===== src/rtl/spi_ram_master_ctrl_pkg.sv =====
// Shared types for the SPI RAM master sequencer: frame commands, FSM states and widths.
package spi_ram_master_ctrl_pkg;

   localparam int MEM_WIDTH = 8;
   localparam int CMD_WIDTH = 2;

   // The command MSB is the slave's read/write decision bit; the LSB selects the data frame.
   typedef enum logic [CMD_WIDTH-1:0] {
      WR_ADDR = 2'b00,
      WR_DATA = 2'b01,
      RD_ADDR = 2'b10,
      RD_DATA = 2'b11
   } spi_cmd_e;

   typedef enum logic [2:0] {
      IDLE,
      SEL,
      SHIFT,
      WAIT,
      CAPTURE,
      DESEL,
      DONE
   } spi_mst_state_e;

   function automatic spi_cmd_e frame_cmd(input logic rd, input logic data_frame);
      return spi_cmd_e'({rd, data_frame});
   endfunction

endpackage


===== src/rtl/spi_ram_master_ctrl_if.sv =====
// Host request/response bus of the SPI RAM master; master = host side, slave = controller side.
interface spi_ram_master_ctrl_if #(
   parameter int MEM_WIDTH = spi_ram_master_ctrl_pkg::MEM_WIDTH
);

   logic                 req_valid;
   logic                 req_ready;
   logic                 req_rd;
   logic [MEM_WIDTH-1:0] req_addr;
   logic [MEM_WIDTH-1:0] req_wdata;
   logic                 rsp_valid;
   logic [MEM_WIDTH-1:0] rsp_rdata;
   logic                 busy;

   modport master (
      output req_valid, req_rd, req_addr, req_wdata,
      input  req_ready, rsp_valid, rsp_rdata, busy
   );

   modport slave (
      input  req_valid, req_rd, req_addr, req_wdata,
      output req_ready, rsp_valid, rsp_rdata, busy
   );

endinterface


===== src/rtl/spi_ram_master_ctrl_frame_shifter.sv =====
// Serialiser for one {cmd, payload} frame onto MOSI plus MISO byte capture, strobed by the master FSM.
module spi_ram_master_ctrl_frame_shifter
   import spi_ram_master_ctrl_pkg::*;
#(
   parameter int MEM_WIDTH = spi_ram_master_ctrl_pkg::MEM_WIDTH
) (
   input  logic                           clk,
   input  logic                           rst_n,
   input  logic                           load,
   input  logic [MEM_WIDTH+CMD_WIDTH-1:0] word,
   input  logic                           shift,
   input  logic                           capture,
   input  logic                           miso,
   output logic                           mosi,
   output logic                           shift_last,
   output logic                           cap_last,
   output logic [MEM_WIDTH-1:0]           cap_data
);

   localparam int FW    = MEM_WIDTH + CMD_WIDTH;
   localparam int BIT_W = $clog2(FW + 1);
   localparam int CAP_W = $clog2(MEM_WIDTH);
   localparam logic [CAP_W-1:0] CAP_LAST = CAP_W'(MEM_WIDTH - 1);

   logic [FW-1:0]        sreg;
   logic [BIT_W-1:0]     bit_cnt;
   logic [CAP_W-1:0]     cap_cnt;
   logic                 mosi_q;
   logic [MEM_WIDTH-1:0] cap_q;

   // Load presents the command MSB on MOSI for the select cycle; the counter then
   // reads FW-1..0 while bit FW-1..0 is on the wire, and MOSI drops to 0 otherwise.
   always_ff @(posedge clk or negedge rst_n) begin
      if (!rst_n) begin
         sreg    <= '0;
         bit_cnt <= '0;
         cap_cnt <= '0;
         mosi_q  <= 1'b0;
         cap_q   <= '0;
      end else begin
         // NOTE: non-blocking assignments keep every register reading pre-edge values, so
         // the shift register and MOSI update together without ordering hazards.
         if (load) begin
            sreg    <= word;
            bit_cnt <= BIT_W'(FW);
            mosi_q  <= word[FW-1];
            cap_cnt <= '0;
         end else if (shift) begin
            sreg    <= {sreg[FW-2:0], 1'b0};
            bit_cnt <= bit_cnt - 1'b1;
            mosi_q  <= sreg[FW-1];
         end else begin
            mosi_q  <= 1'b0;
         end
         if (capture) begin
            cap_q   <= {cap_q[MEM_WIDTH-2:0], miso};
            cap_cnt <= cap_cnt + 1'b1;
         end
      end
   end

   assign mosi       = mosi_q;
   assign shift_last = (bit_cnt == '0);
   assign cap_last   = (cap_cnt == CAP_LAST);
   assign cap_data   = cap_q;

endmodule


===== src/rtl/spi_ram_master_ctrl.sv =====
// SPI RAM master sequencer: one host request becomes an address frame and a data frame on SS_n/MOSI.
// Optional build macro SPI_MASTER_ADDR_CACHE_EN skips the address frame when it repeats the last one.
module spi_ram_master_ctrl
   import spi_ram_master_ctrl_pkg::*;
#(
   parameter int MEM_WIDTH  = spi_ram_master_ctrl_pkg::MEM_WIDTH,
   parameter int RD_LATENCY = 2,
   parameter int GAP_CYCLES = 1
) (
   input  logic                 clk,
   input  logic                 rst_n,
   spi_ram_master_ctrl_if.slave bus,
   output logic                 SS_n,
   output logic                 MOSI,
   input  logic                 MISO
);

   localparam int FW    = MEM_WIDTH + CMD_WIDTH;
   localparam int CNT_W = 8;
   localparam logic [CNT_W-1:0] GAP_LAST  = CNT_W'(GAP_CYCLES - 1);
   localparam logic [CNT_W-1:0] WAIT_LAST = CNT_W'(RD_LATENCY - 1);

   spi_mst_state_e       state;
   logic                 rd_q;
   logic                 data_phase;
   logic [MEM_WIDTH-1:0] addr_q;
   logic [MEM_WIDTH-1:0] wdata_q;
   logic [CNT_W-1:0]     cnt;
   logic                 req_ready_q;
   logic                 busy_q;
   logic                 rsp_valid_q;
   logic [MEM_WIDTH-1:0] rsp_rdata_q;
   logic                 ss_n_q;

   logic                 accept;
   logic                 gap_done;
   logic                 addr_hit;
   logic                 frame_rd;
   logic                 frame_data;
   logic [MEM_WIDTH-1:0] frame_payload;
   logic [FW-1:0]        frame_word;
   logic                 sh_load;
   logic                 sh_shift;
   logic                 sh_capture;
   logic                 sh_last;
   logic                 cap_last;
   logic [MEM_WIDTH-1:0] cap_data;

`ifdef SPI_MASTER_ADDR_CACHE_EN
   logic                 wr_cache_vld;
   logic                 rd_cache_vld;
   logic [MEM_WIDTH-1:0] wr_cache_addr;
   logic [MEM_WIDTH-1:0] rd_cache_addr;

   assign addr_hit = bus.req_rd ? (rd_cache_vld && (rd_cache_addr == bus.req_addr))
                                : (wr_cache_vld && (wr_cache_addr == bus.req_addr));
`else
   assign addr_hit = 1'b0;
`endif

   assign accept   = bus.req_valid && req_ready_q;
   assign gap_done = (state == DESEL) && (cnt == GAP_LAST);

   // The first frame is built straight from the bus at accept; the second from latched fields.
   always_comb begin
      // NOTE: every always_comb output gets a default first so no path can infer a latch.
      frame_rd      = rd_q;
      frame_data    = 1'b1;
      frame_payload = '0;
      if (state == IDLE) begin
         frame_rd   = bus.req_rd;
         frame_data = addr_hit;
      end
      if (!frame_data) begin
         frame_payload = bus.req_addr;
      end else if (!frame_rd) begin
         frame_payload = (state == IDLE) ? bus.req_wdata : wdata_q;
      end
      frame_word = {frame_cmd(frame_rd, frame_data), frame_payload};
   end

   assign sh_load    = accept || (gap_done && !data_phase);
   assign sh_shift   = (state == SEL) || ((state == SHIFT) && !sh_last);
   assign sh_capture = (state == CAPTURE);

   spi_ram_master_ctrl_frame_shifter #(
      .MEM_WIDTH (MEM_WIDTH)
   ) u_shifter (
      .clk        (clk),
      .rst_n      (rst_n),
      .load       (sh_load),
      .word       (frame_word),
      .shift      (sh_shift),
      .capture    (sh_capture),
      .miso       (MISO),
      .mosi       (MOSI),
      .shift_last (sh_last),
      .cap_last   (cap_last),
      .cap_data   (cap_data)
   );

   always_ff @(posedge clk or negedge rst_n) begin
      // NOTE: the asynchronous reset releases SS_n in the very cycle rst_n falls, aborting any frame.
      if (!rst_n) begin
         state       <= IDLE;
         rd_q        <= 1'b0;
         data_phase  <= 1'b0;
         addr_q      <= '0;
         wdata_q     <= '0;
         cnt         <= '0;
         req_ready_q <= 1'b1;
         busy_q      <= 1'b0;
         rsp_valid_q <= 1'b0;
         rsp_rdata_q <= '0;
         ss_n_q      <= 1'b1;
`ifdef SPI_MASTER_ADDR_CACHE_EN
         wr_cache_vld  <= 1'b0;
         rd_cache_vld  <= 1'b0;
         wr_cache_addr <= '0;
         rd_cache_addr <= '0;
`endif
      end else begin
         rsp_valid_q <= 1'b0;
         case (state)
            IDLE: begin
               if (accept) begin
                  rd_q        <= bus.req_rd;
                  addr_q      <= bus.req_addr;
                  wdata_q     <= bus.req_wdata;
                  data_phase  <= addr_hit;
                  req_ready_q <= 1'b0;
                  busy_q      <= 1'b1;
                  ss_n_q      <= 1'b0;
                  state       <= SEL;
               end
            end
            SEL: state <= SHIFT;
            SHIFT: begin
               if (sh_last) begin
                  cnt <= '0;
`ifdef SPI_MASTER_ADDR_CACHE_EN
                  if (!data_phase) begin
                     if (rd_q) begin
                        rd_cache_vld  <= 1'b1;
                        rd_cache_addr <= addr_q;
                     end else begin
                        wr_cache_vld  <= 1'b1;
                        wr_cache_addr <= addr_q;
                     end
                  end
`endif
                  if (data_phase && rd_q) begin
                     state <= (RD_LATENCY == 0) ? CAPTURE : WAIT;
                  end else begin
                     ss_n_q <= 1'b1;
                     state  <= DESEL;
                  end
               end
            end
            WAIT: begin
               if (cnt == WAIT_LAST) begin
                  cnt   <= '0;
                  state <= CAPTURE;
               end else begin
                  cnt <= cnt + 1'b1;
               end
            end
            CAPTURE: begin
               if (cap_last) begin
                  ss_n_q <= 1'b1;
                  state  <= DESEL;
               end
            end
            DESEL: begin
               if (gap_done) begin
                  cnt <= '0;
                  if (!data_phase) begin
                     data_phase <= 1'b1;
                     ss_n_q     <= 1'b0;
                     state      <= SEL;
                  end else begin
                     rsp_valid_q <= 1'b1;
                     rsp_rdata_q <= rd_q ? cap_data : '0;
                     state       <= DONE;
                  end
               end else begin
                  cnt <= cnt + 1'b1;
               end
            end
            DONE: begin
               busy_q      <= 1'b0;
               req_ready_q <= 1'b1;
               state       <= IDLE;
            end
            default: state <= IDLE;
         endcase
      end
   end

   assign bus.req_ready = req_ready_q;
   assign bus.busy      = busy_q;
   assign bus.rsp_valid = rsp_valid_q;
   assign bus.rsp_rdata = rsp_rdata_q;
   assign SS_n          = ss_n_q;

endmodule


===== src/flat_wrapper.sv =====
// flat-port wrapper written by rule: the top's interface ports become plain ports
module spi_ram_master_ctrl_flat import spi_ram_master_ctrl_pkg::*;
#(
   parameter int MEM_WIDTH  = spi_ram_master_ctrl_pkg::MEM_WIDTH,
   parameter int RD_LATENCY = 2,
   parameter int GAP_CYCLES = 1
)
  (clk, rst_n, SS_n, MOSI, MISO, bus_req_valid, bus_req_rd, bus_req_addr, bus_req_wdata, bus_req_ready, bus_rsp_valid, bus_rsp_rdata, bus_busy);
  spi_ram_master_ctrl_if #(.MEM_WIDTH(MEM_WIDTH)) bus_i ();
  input  logic clk;
  input  logic rst_n;
  output logic SS_n;
  output logic MOSI;
  input  logic MISO;
  input wire logic [$bits(bus_i.req_valid)-1:0] bus_req_valid;
  input wire logic [$bits(bus_i.req_rd)-1:0] bus_req_rd;
  input wire logic [$bits(bus_i.req_addr)-1:0] bus_req_addr;
  input wire logic [$bits(bus_i.req_wdata)-1:0] bus_req_wdata;
  output wire logic [$bits(bus_i.req_ready)-1:0] bus_req_ready;
  output wire logic [$bits(bus_i.rsp_valid)-1:0] bus_rsp_valid;
  output wire logic [$bits(bus_i.rsp_rdata)-1:0] bus_rsp_rdata;
  output wire logic [$bits(bus_i.busy)-1:0] bus_busy;
  assign bus_i.req_valid = bus_req_valid;
  assign bus_i.req_rd = bus_req_rd;
  assign bus_i.req_addr = bus_req_addr;
  assign bus_i.req_wdata = bus_req_wdata;
  assign bus_req_ready = bus_i.req_ready;
  assign bus_rsp_valid = bus_i.rsp_valid;
  assign bus_rsp_rdata = bus_i.rsp_rdata;
  assign bus_busy = bus_i.busy;
  spi_ram_master_ctrl #(.MEM_WIDTH(MEM_WIDTH), .RD_LATENCY(RD_LATENCY), .GAP_CYCLES(GAP_CYCLES)) u_core (.clk(clk), .rst_n(rst_n), .bus(bus_i), .SS_n(SS_n), .MOSI(MOSI), .MISO(MISO));
endmodule

===== config.mk =====
export PLATFORM = sky130hd
export DESIGN_NAME = spi_ram_master_ctrl_flat
export DESIGN_NICKNAME = d
export VERILOG_FILES = /design/src/rtl/spi_ram_master_ctrl_pkg.sv /design/src/rtl/spi_ram_master_ctrl_if.sv /design/src/rtl/spi_ram_master_ctrl_frame_shifter.sv /design/src/rtl/spi_ram_master_ctrl.sv /design/src/flat_wrapper.sv
export SDC_FILE = /design/constraint.sdc
export NUM_CORES = 1
export LEC_CHECK = 0
export ABC_AREA = 1
export ABC_CLOCK_PERIOD_IN_PS = 3900
export BUFFER_PORTS_ARGS = -buffer_cell sky130_fd_sc_hd__buf_2
export CAP_MARGIN = 20
export CELL_PAD_IN_SITES_DETAIL_PLACEMENT = 1
export CELL_PAD_IN_SITES_GLOBAL_PLACEMENT = 1
export CORE_ASPECT_RATIO = 0.8
export CORE_MARGIN = 2
export CORE_UTILIZATION = 49
export CTS_BUF_LIST = sky130_fd_sc_hd__clkbuf_4
export DETAILED_ROUTE_END_ITERATION = 12
export GPL_TIMING_DRIVEN = 0
export PLACE_DENSITY_LB_ADDON = 0.1
export SLEW_MARGIN = 5
export SYNTH_ARGS = -nofsm -noshare
export SYNTH_HDL_FRONTEND = slang
export SYNTH_HIERARCHICAL = 1
export SYNTH_SLANG_ARGS = --single-unit

===== constraint.sdc =====
create_clock -name clk -period 3.9 [get_ports clk]
set_input_delay 0.195 -clock clk [delete_from_list [all_inputs] [get_ports clk]]
set_output_delay 0.195 -clock clk [all_outputs]
set_load 0.01 [all_outputs]

==> metrics, run 1 <==
status=complete, no violations; post-CTS sizing=0; row count=25; worst-margin pin slew=0.762 ns; Final TNS setup=0 ns; asr flop ratio synth=1.00; Fin. Hold Viols=0; Starting Density=0.511; P_leak=0.00183 uW; CTS tree=done; PwrDens=727 nW/um^2; f_max=410 MHz; initial DRC count=121; GPL Wtd Cong=0.794; GRT Total Usage=0.243; Required @ worst endpoint=4.19 ns; Max Slew Vio Count=0; Fill cells=739; die span in y=74.4 um; EDFF count, synth=0; clock latency at the later pin of the worst-skew pair=0.40 ns; top_reg_cell synth=dfrtp_1; crit path kind=flip-flop to flip-flop; RSZ-0062 raised after global routing=no; vias in the first global route=2688; Synth Register Bits=59; Unique masters post-synth=33; area delta synth->final=16.9%; Crit. End Element=flip-flop; minimum clock period=2.44 ns; Seq/Total Area, Yosys=0.487; final setup skew=0.0138 ns; area of the multi-input gates=1360 sq um; final core utilization=0.597; first-pass GRT wire length=12800 um; vias=2536; post-DP HPWL=5220 um; clk buf depth=2; Area contributors post-synth=dfrtp_1, nand2_1, inv_1; H-tree lvl count=3; Min-Delay Path Class=primary input to flip-flop; most frequent cells after synthesis=nand2_1, dfrtp_1, inv_1; IO Pins=34; crit path DAT=2.73 ns; CORE AREA=5940 sq um; First-pass DRT Iterations=4; Final Cycle Share=0.625; Routed Antenna Nets=0; layout cell share with drive strength beyond 1=0.233; Nets=430; CTS sink count=59; maximum vdd ir drop=0.000291 V; Root Buffer=clkbuf_4; CTS Buf Count=9; Reg clk slew, reported paths=0.11 ns; ANT cells=0; post-synth design cell area=3030 sq um; sequential cell area=1480 sq um; top cell type's share of synthesized area=0.470; Final setup viols=0; CP max FO=10; Die ar.=6840 sq um; Port Buf Inserts=33; total gr overflow=0; wire length per cell=15.0 um; most numerous cell in the Yosys netlist=nand2_1; Rel. slew slack=0.492; largest net degree at the start of global routing=60; initial antenna violation count=0; YS warnings=6; gate count of the mapped netlist=349; Max Cap Violations=0; Syn Nets=376; startpoint types=flip-flop; DRC viols=0; routed vias/inst=5.19; Post-Route WL=7360 um; Syn Area/Cell=8.69 sq um; Yosys top cell by area=dfrtp_1; die extent in x=92.0 um
-- report_power, final --
| part | leakage [uW] | internal, uW | switching [uW] | total [uW] |
|---|---|---|---|---|
| combinational | 0.000988 | 408 | 737 | 1150 |
| clock | 0.0000729 | 199 | 251 | 450 |
| sequential | 0.000766 | 825 | 158 | 983 |
-- metal layers --
layer,vias to the layer above,global-route usage,routed length (um)
met5,-,0,0
met4,0,0.0597,75
met3,5,0.0608,234
met2,47,0.422,3570
met1,1235,0.312,3470
li1,1249,-,-
-- flip-flops by register name (all words and copies together) (netlist names) --
name,count
u_core/u_shifter/cap_cnt,3
u_core/u_shifter/bit_cnt,4
u_core/bus.rsp_rdata,8
u_core/u_shifter/cap_data,8
u_core/rd_q,1
u_core/cnt,8
u_core/bus.busy,1
u_core/u_shifter/sreg,10
u_core/u_shifter/mosi,1
u_core/SS_n,1
u_core/data_phase,1
u_core/bus.rsp_valid,1
u_core/state,3
u_core/wdata_q,8
u_core/bus.req_ready,1
-- path summary, 6_finish.rpt --
| kind | startpoint | endpoint | slack, ns | depth (start not counted) |
|---|---|---|---|---|
| max | u_core/cnt[0]$_DFFE_PN0P_ | u_core/u_shifter/sreg[3]$_DFFE_PN0P_ | 1.46 | 11 |
| min | bus_req_rd | u_core/rd_q$_DFFE_PN0P_ | 0.07 | 3 |
| max reg2reg | u_core/cnt[0]$_DFFE_PN0P_ | u_core/u_shifter/sreg[3]$_DFFE_PN0P_ | 1.46 | 11 |
| min reg2reg | u_core/SS_n$_DFFE_PN1P_ | u_core/SS_n$_DFFE_PN1P_ | 0.46 | 2 |
| max in group asynchronous | rst_n | u_core/data_phase$_DFFE_PN0P_ | 2.99 | 2 |
| min in group asynchronous | rst_n | u_core/cnt[5]$_DFFE_PN0P_ | 0.39 | 2 |
-- layout by cell type (no fill, tap or decap), types with 8 or more instances in the layout --
master / netlist / layout
nand2_1: 114 / 114
dfrtp_1: 57 / 57
buf_2: 3 / 35
inv_1: 33 / 33
o21ai_0: 23 / 23
nor2_1: 20 / 20
nand3_1: 14 / 14
dlygate4sd3_1: 0 / 10
a22o_1: 10 / 10
clkbuf_4: 0 / 9
o21ai_2: 9 / 9
a21oi_1: 8 / 8
-- area by class of cell --
class / instances / share of cell area
Buffer: 6 / 0.0116
Clock inverter: 7 / 0.0215
Sequential cell: 59 / 0.417
Multi-Input combinational cell: 245 / 0.383
Clock buffer: 9 / 0.0190
Inverter: 39 / 0.0441
Timing Repair Buffer: 43 / 0.0755
Tap cell: 81 / 0.0286
-- cell families (layout without fill, tap and decap cells) --
family                   count (synthesis)  in the layout  share of synthesized area
AO/OA/AOI/OAI                           61             61                      0.139
buffers and inverters                   45            104                     0.0652
flip-flops                              59             59                      0.487
adder cells (fa/ha/maj)                  6              6                     0.0247
AND/OR/NAND/NOR                        178            178                      0.284
-- timing repair --
action                    in CTS  in global routing
hold endpoints to repair      66                  0
buffers inserted               0                  0
hold buffers                  10                  0
-- critical path, stage by stage (launching register included) --
cell,delay [ns]
dfrtp_1,0.45
inv_1,0.13
ha_1,0.15
nand2_1,0.06
nor2_2,0.25
nand2_1,0.13
o21ai_0,0.55
inv_1,0.21
nand2_2,0.16
inv_4,0.09
nand2_1,0.09
nand3_2,0.06
-- stage by stage --
stage	instances	worst slack (ns)	power (uW)	hold WS (ns)	instance area [sq um]
floorplan	349	2.02	1820	-0.101	3030
global placement	463	1.51	2070	0.397	3300
detailed placement	463	1.37	2130	0.321	3300
CTS	489	1.41	2610	0.0497	3550
global route	489	1.22	2790	0.0341	3550
finish	489	1.46	2580	0.0740	3550
(Power assumes the default switching activity.)
==> inputs of run 2 (changes only) <==
- ABC_CLOCK_PERIOD_IN_PS: 3900 -> 2300
- CORE_UTILIZATION: 49 -> 46
- clock period: 3.9 -> 2.3 ns (I/O delays scaled with it)
==> metrics, run 2 (synthesized netlist as in run 1, its figures left out) <==
Critical Path Sink=u_core/u_shifter/sreg[2]$_DFFE_PN0P_; IO Pins=34 (unchanged); Hold Crit Start=bus_req_addr[0]; Final setup viols=0 (unchanged); Min-Delay Path Class=primary input to flip-flop; ANT cells=0 (unchanged); most flop-heavy register=u_core/u_shifter/sreg; First-pass DRT Iterations=4 (unchanged); die extent in x=94.8 um (+3.1%); CP bufs+invs=3 (unchanged); maximum vdd ir drop=0.000449 V (+55%); DRC viols=0 (unchanged); Setup WS post-layout=0.172 ns (-1.29 ns); Max Slew Vio Count=0 (unchanged); RSZ-0062 raised after global routing=no; vias in the first global route=2556 (-4.9%); Crit. End Element=flip-flop; first-pass GRT wire length=12600 um (-1.5%); routed vias/inst=5.18 (-0.15%); clk buf depth=2 (unchanged); crit path cell chain=inv_1 > ha_1 > nand2_1 > nor2_2 > nand2_1 > o21ai_2 > inv_1 > nand2_2 > inv_4 > nand2_1 > nand3_2; post-route cell area=3560 sq um (+0.49%); CTS tree=done; Rel. slew slack=0.492 (about the same); slowest stage delay, CP=0.44 ns (-0.11 ns); Largest register FFs=10 (unchanged); initial DRC count=114 (-5.8%); PwrDens=1230 nW/um^2 (+69%); post-route insts no fill=493 (+0.82%); largest net degree at the start of global routing=60 (unchanged); P_leak=0.00183 uW (+0.30%); worst reg2reg setup slack=0.17 ns (-1.29 ns); Crit path max-delay family=simple AND/OR/NAND/NOR gates; commonest non-fill, non-tap cell in the layout=nand2_1; Fill cells=792 (+7.2%); CP max FO=10 (unchanged); Final Cycle Share=0.925 (+0.300); Reg clk slew, reported paths=0.11 ns (about the same); Routed Antenna Nets=0 (unchanged); H-tree lvl count=3 (unchanged); Fin. Hold Viols=0 (unchanged); number of cells on the critical path=11 (unchanged); Worst R2R Start=u_core/cnt[0]$_DFFE_PN0P_; status=complete, no violations; GPL Wtd Cong=0.839 (+5.7%); worst setup path start=u_core/cnt[0]$_DFFE_PN0P_; final setup skew=0.0205 ns (+0.00673 ns); Nets=431 (+0.23%); total gr overflow=0 (unchanged); r2r endpoint=u_core/u_shifter/sreg[2]$_DFFE_PN0P_; DP Area=3310 sq um (+0.11%); Starting Density=0.476 (-0.0347); CTS Buf Count=9 (unchanged); die span in y=76.6 um (+3.0%); Placement Setup Slack=-0.189 ns (-1.56 ns); layout cell share with drive strength beyond 1=0.235 (+0.00188); GRT Total Usage=0.224 (-0.0192); Post-Route WL=7370 um (+0.16%); Port Buf Inserts=33 (unchanged); slowest stage cell, crit path=dfrtp_1; Max Cap Violations=0 (unchanged); Root Buffer=clkbuf_4; worst-margin pin slew=0.762 ns (+0.000358 ns); clock latency at the later pin of the worst-skew pair=0.41 ns (about the same); startpoint types=flip-flop; post-DP HPWL=5210 um (-0.18%); number of setup buffers added after CTS=0 (unchanged); Die ar.=7270 sq um (+6.2%); minimum clock period=2.13 ns (-0.309 ns); wire length per cell=14.9 um (-0.65%); Required @ worst endpoint=2.60 ns (-1.59 ns); vias=2553 (+0.67%); most frequent cells in the layout=nand2_1, dfrtp_1, buf_2; f_max=470 MHz (+14%); row count=26 (+4.0%); # placed instances=466 (+0.65%); cells on worst reg2reg path=11 (unchanged); initial antenna violation count=0 (unchanged); CTS sink count=59 (unchanged); Crit path top cell by count=nand2_1; crit path kind=flip-flop to flip-flop; CORE AREA=6380 sq um (+7.3%); area delta synth->final=17.5%; Final TNS setup=0 ns (unchanged); crit path DAT=2.42 ns (-0.31 ns)
[run 2: worst min-delay path by stage]
stage / endpoint / slack, ns / depth (start not counted)
after floorplan: u_core/bus.busy$_DFFE_PN0P_ / -0.18 / 0
after global placement: u_core/wdata_q[0]$_DFFE_PN0P_ / 0.32 / 3
after detailed placement: u_core/cnt[4]$_DFFE_PN0P_ / 0.25 / 1
after CTS: u_core/u_shifter/sreg[0]$_DFFE_PN0P_ / 0.02 / 4
after global routing: u_core/u_shifter/sreg[0]$_DFFE_PN0P_ / 0.03 / 4
final: u_core/u_shifter/sreg[0]$_DFFE_PN0P_ / 0.05 / 4
[run 2: repair_timing]
action	4_1_cts	5_1_grt
endpoints found under the setup margin	13	11
gates resized for setup	1	1
hold endpoints to repair	67	0
hold buffers	11	0
[run 2: report_power, final]
part / internal (uW) / switching [uW]
logic: 694 / 1250
registers: 1400 / 273
clock network: 336 / 424
[run 2: area by class of cell]
class                   count  area [sq um]  area share
clock inverters             7          76.3      0.0214
clock buffers               9          67.6      0.0190
plain buffers               6          41.3      0.0116
well taps                  84           105      0.0295
flip-flops and latches     59          1480       0.415
inverters                  39           156      0.0439
repair buffers             44           278      0.0779
multi-input cells         245          1360       0.382
[run 2: routing by layer]
metal | global-route usage | up-vias | wire length, um
met1 | 0.324 | 1260 | 3680
met2 | 0.332 | 37 | 3390
met4 | 0.0536 | 0 | 52
met3 | 0.0623 | 6 | 245
li1 | - | 1250 | -
met5 | 0 | - | 0
[run 2: tightest hold or removal path, stage by stage]
cell	delay, ns
buf_2	0.08
a22o_1	0.12
nand2_1	0.05
nand2_1	0.06
[run 2: per-stage QoR]
| stage | hold slack, ns | power [uW] | utilization |
|---|---|---|---|
| after global placement | 0.316 | 3530 | 0.518 |
| after global routing | 0.0334 | 4740 | 0.559 |
| final | 0.0481 | 4370 | 0.559 |
| after CTS | 0.0224 | 4420 | 0.558 |
| after floorplan | -0.181 | 3080 | - |
| after detailed placement | 0.245 | 3610 | 0.519 |
